$ cat src/rtl/fifo_uart_tx.sv
// Drains a first-word-fall-through FIFO and sends each word as a UART frame:
// start bit, LSB-first data, optional parity, one stop bit.
//
// state  | meaning
// IDLE   | line high, waiting for a word in the FIFO
// START  | driving the start bit (0)
// DATA   | shifting data bits out, LSB first
// PARITY | driving the parity bit (only when PARITY_EN=1)
// STOP   | driving the stop bit (1); the last cycle may pop the next word
module fifo_uart_tx #(
    parameter int DATA_WIDTH   = 8,
    parameter int CLKS_PER_BIT = 16,
    parameter int PARITY_EN    = 0,
    parameter int PARITY_ODD   = 0
) (
    input  logic                  clk,
    input  logic                  rst,
    input  logic [DATA_WIDTH-1:0] fifo_dout,
    input  logic                  fifo_empty,
    output logic                  fifo_rden,
    output logic                  tx,
    output logic                  busy,
    output logic                  frame_done
);

    localparam int BAUD_W = (CLKS_PER_BIT > 1) ? $clog2(CLKS_PER_BIT) : 1;
    localparam int BIT_W  = (DATA_WIDTH > 1) ? $clog2(DATA_WIDTH) : 1;
    localparam logic [BAUD_W-1:0] BAUD_LAST = BAUD_W'(CLKS_PER_BIT - 1);
    localparam logic [BIT_W-1:0]  BIT_LAST  = BIT_W'(DATA_WIDTH - 1);

    if (CLKS_PER_BIT < 2) begin : g_bad_clks_per_bit
        $error("fifo_uart_tx: CLKS_PER_BIT must be at least 2");
    end

    typedef enum logic [2:0] {IDLE, START, DATA, PARITY, STOP} state_t;

    state_t                state, state_next;
    logic [BAUD_W-1:0]     baud_cnt, baud_next;
    logic [BIT_W-1:0]      bit_cnt, bit_next;
    logic [DATA_WIDTH-1:0] shift, shift_next;
    logic                  parity, parity_next;
    logic                  tx_next, busy_next, frame_done_next;
    logic                  bit_end, load;

    assign bit_end = (state != IDLE) && (baud_cnt == BAUD_LAST);
    // A pop on the last STOP cycle chains the next frame with no idle gap.
    assign load    = rst && !fifo_empty && ((state == IDLE) || ((state == STOP) && bit_end));

    always_ff @(posedge clk) begin
        if (!rst) begin
            state <= IDLE;
        end else begin
            state <= state_next;
        end
    end

    always_comb begin
        state_next  = state;
        baud_next   = baud_cnt;
        bit_next    = bit_cnt;
        shift_next  = shift;
        parity_next = parity;
        if (state != IDLE) begin
            baud_next = bit_end ? '0 : baud_cnt + 1'b1;
        end
        case (state)
            IDLE: ;
            START: begin
                if (bit_end) state_next = DATA;
            end
            DATA: begin
                if (bit_end) begin
                    shift_next = shift >> 1;
                    if (bit_cnt == BIT_LAST) begin
                        bit_next   = '0;
                        state_next = (PARITY_EN != 0) ? PARITY : STOP;
                    end else begin
                        bit_next = bit_cnt + 1'b1;
                    end
                end
            end
            PARITY: begin
                if (bit_end) state_next = STOP;
            end
            STOP: begin
                if (bit_end) state_next = IDLE;
            end
            default: state_next = IDLE;
        endcase
        if (load) begin
            state_next  = START;
            baud_next   = '0;
            bit_next    = '0;
            shift_next  = fifo_dout;
            parity_next = (^fifo_dout) ^ (PARITY_ODD != 0);
        end
    end

    // Outputs are computed from next-state values so the registered copies line up with state.
    always_comb begin
        fifo_rden       = load;
        busy_next       = (state_next != IDLE);
        frame_done_next = (state_next == STOP) && (baud_next == BAUD_LAST);
        case (state_next)
            START:   tx_next = 1'b0;
            DATA:    tx_next = shift_next[0];
            PARITY:  tx_next = parity_next;
            default: tx_next = 1'b1;
        endcase
    end

    always_ff @(posedge clk) begin
        if (!rst) begin
            baud_cnt   <= '0;
            bit_cnt    <= '0;
            shift      <= '0;
            parity     <= 1'b0;
            tx         <= 1'b1;
            busy       <= 1'b0;
            frame_done <= 1'b0;
        end else begin
            baud_cnt   <= baud_next;
            bit_cnt    <= bit_next;
            shift      <= shift_next;
            parity     <= parity_next;
            tx         <= tx_next;
            busy       <= busy_next;
            frame_done <= frame_done_next;
        end
    end

endmodule

$ cat config.mk
export PLATFORM = sky130hd
export DESIGN_NAME = fifo_uart_tx
export DESIGN_NICKNAME = d
export VERILOG_FILES = /design/src/rtl/fifo_uart_tx.sv
export SDC_FILE = /design/constraint.sdc
export NUM_CORES = 1
export LEC_CHECK = 0
export ABC_CLOCK_PERIOD_IN_PS = 1960
export BUFFER_PORTS_ARGS = -buffer_cell sky130_fd_sc_hd__buf_2
export CORE_MARGIN = 4
export CORE_UTILIZATION = 30
export DETAILED_ROUTE_END_ITERATION = 10
export GPL_ROUTABILITY_DRIVEN = 0
export PLACE_DENSITY = 0.54
export SLEW_MARGIN = 20
export SYNTH_ARGS = -nofsm -noshare
export SYNTH_HDL_FRONTEND = slang
export SYNTH_SLANG_ARGS = --single-unit
$ cat constraint.sdc
create_clock -name clk -period 1.96 [get_ports clk]
set_input_delay 0.392 -clock clk [delete_from_list [all_inputs] [get_ports clk]]
set_output_delay 0.392 -clock clk [all_outputs]
set_load 0.01 [all_outputs]
==> summary.md <==
| Metric | Value |
|---|---|
| Slew margin rel. | 71.6% |
| Worst-Skew Late Latency | 310 ps |
| Syn avg cell area | 9.77 um^2 |
| Routed vias/inst | 4.96 |
| Layout Cells excl Fill | 174 |
| Post-DP HPWL | 1650 um |
| Avg WL per Cell | 12.5 um |
| Netlist Area Pre-Place | 1080 um^2 |
| Reg2Reg Depth | 5 |
| Pin count of the biggest net entering global routing | 16 |
| Layout net count | 143 |
| Slew Limit Fails | 0 |
| Status | finished, final reports clean |
| RSZ-0062 raised after global routing | false |
| Static Leak | 0.000581 uW |
| Synth warnings | 0 |
| Clock tree sinks | 22 |
| Vias | 863 |
| Hold_sp | fifo_dout[0] |
| Max Root-Sink Buffers | 2 |
| Post-CTS Hold Buffers | 0 |
| Buf/Inv on CP | 2 |
| Inserted Diodes | 0 |
| DR pass1 iterations | 4 |
| Cell count after synthesis | 111 |
| Clk pin slew, worst setup/hold paths | 130 ps |
| Critical path, cell by cell | ha_4 -> and3_4 -> o21ai_4 -> inv_2 -> buf_2 |
| Layout cells sized above 1 | 25.0% |
| Post-layout util | 38.0% |
| Initial Utilization | 31.8% |
| Peak supply drop | 0.369 mV |
| Design Power | 950 uW |
| Power Density | 732 nW/um^2 |
| Unique masters post-synth | 38 |
| Total CTS buffers | 3 |
| Crit path kind | reg -> out |
| Multi-input logic area | 646 um^2 |
| First-pass GRT wire length | 3710 um |
| Area Overhead vs Synth | 19.6% |
| Row cnt | 21 |
| CP max stage delay | 390 ps |
| Hold path depth | 3 |
| Post-route clock skew | 5.08 ps |
| Vias in the first global route | 808 |
| Die width | 68.1 um |
| Worst Tran Pin Value | 424 ps |
| Crit-path max FO | 6 |
| Worst hold slack | 308 ps |
| Slowest CP cell | dfxtp_4 |
| Worst Path Arrival | 1440 ps |
| Yosys reg bits | 22 |
| Clk root buf | clkbuf_4 |
| Critical path origin | baud_cnt[0] |
| R2R Path Start | baud_cnt[0] |
| Fin crit share | 93.7% |
| DRC viols | 0 |
| Final setup fails | 0 |
| Overflow after GRT | 0 |
| Final ANT Viol Nets | 0 |
| Die Ht | 68.1 um |
| Seq/Total Area, Yosys | 40.6% |
| Initial antenna violation count | 0 |
| Startpoint types | register |
| Hold Vio Cnt, Final | 0 |
| Post-Place Cells | 170 |
| Fmax | 545 MHz |
| Setup total negative slack | 0 ps |
| Family with the most delay on the worst path | flip-flops |
| Commonest non-fill, non-tap cell in the layout | dfxtp_1 |
| Seq. cell area | 445 um^2 |
| Cell count along the critical path | 5 |
| Area of the die | 4640 um^2 |
| Initial DRC count | 13 |
| Final wirelength | 2170 um |
| All-Layer GR Usage | 10.6% |
| Port bufs | 14 |
| Htree depth | 1 |
| Max capacitance violation total | 0 |
| Most frequent cells in the layout | dfxtp_1, buf_2, mux2i_1, nor2_1, xnor2_1 |
| CTS tree | built |
| Hold WC Path Type | in -> reg |
| Syn Nets | 125 |
| Crit. End Element | output port |
| Tmin final | 1840 ps |
| WP data required | 1570 ps |
| IO Count | 15 |
| # fillers | 370 |
| Total core area | 3420 um^2 |
[final timing paths]
kind                                    to  slack, ps
worst min register to register    shift[7]        480
worst min-delay path              shift[0]        310
worst max register to register  bit_cnt[0]        270
worst max-delay path             fifo_rden        120
[state kept, by name (all words and copies together) (netlist names)]
| register | cells |
|---|---|
| busy | 1 |
| bit_cnt | 3 |
| shift | 8 |
| state | 3 |
| frame_done | 1 |
| tx | 1 |
| baud_cnt | 4 |
| parity | 1 |
[routing by layer]
layer  GRT usage (%)  vias to the layer above  wire (um)
met5               0                        -          0
met4            4.47                        0         21
met3            2.46                        2         65
met2            16.2                       10       1040
met1            14.0                      408       1040
li1                -                      443          -
[worst register-to-register path, stage by stage (launching register included)]
cell and delay [ps]:
dfxtp_4 400, ha_4 160, nand3_2 110, or3_4 490, or3_1 350, a21oi_2 130
[cells in the mapped netlist, drive strengths merged]
cell type | number | area share [%]
a211oi | 6 | 4.2
a21boi | 1 | 0.69
a21o | 2 | 1.5
a21oi | 4 | 2.2
a32o | 2 | 1.8
and2 | 4 | 2.3
and3 | 3 | 1.8
buf | 2 | 1.5
clkbuf | 1 | 0.35
dfxtp | 22 | 41
ha | 3 | 3.5
inv | 3 | 1.0
mux2i | 10 | 9.2
nand2 | 6 | 2.1
nand2b | 1 | 0.58
nand3 | 3 | 1.8
nor2 | 10 | 3.5
nor3 | 3 | 1.8
nor3b | 1 | 0.69
nor4b | 1 | 1.4
o2111a | 1 | 1.0
o2111ai | 3 | 2.4
o211ai | 1 | 0.69
o21a | 2 | 1.4
o21ai | 3 | 1.7
o31ai | 1 | 0.69
o32ai | 1 | 0.81
or2 | 1 | 0.58
or3 | 2 | 1.6
xnor2 | 8 | 6.5
[what timing repair did]
item,4_1_cts,5_1_grt
setup buffers,0,0
endpoints found under the setup margin,1,1
resized for setup,3,6
pin swaps,0,1
[through the flow]
step           area, um^2  setup WS (ps)
2_1_floorplan        1080            346
3_3_place_gp         1210            216
3_5_place_dp         1210            180
4_1_cts              1260           29.5
5_1_grt              1300           16.3
6_report             1300            124
[kinds of logic (layout without fill, tap and decap cells)]
group	Yosys count	in the layout	synth area share, %
AO/OA/AOI/OAI	27	27	19.1
buffers and inverters	6	23	2.88
multiplexers	10	10	9.23
flip-flops	22	22	40.6
XOR/XNOR	8	8	6.46
AND/OR/NAND/NOR	35	35	18.2
adder cells (fa/ha/maj)	3	3	3.46
[layout make-up]
| type | instances | share of cell area, % |
|---|---|---|
| tap | 46 | 4.44 |
| inverter | 3 | 0.868 |
| clock inverter | 1 | 2.31 |
| clock buffer | 3 | 1.74 |
| sequential | 22 | 34.3 |
| timing repair buffer | 16 | 6.56 |
| multi-input combinational | 83 | 49.8 |
[power breakdown]
group          internal (uW)  switching, uW
clock                    207            148
sequential               466           13.8
combinational           56.7           58.1
total                    730            220
Note: power is estimated with default switching activity, not from simulation.
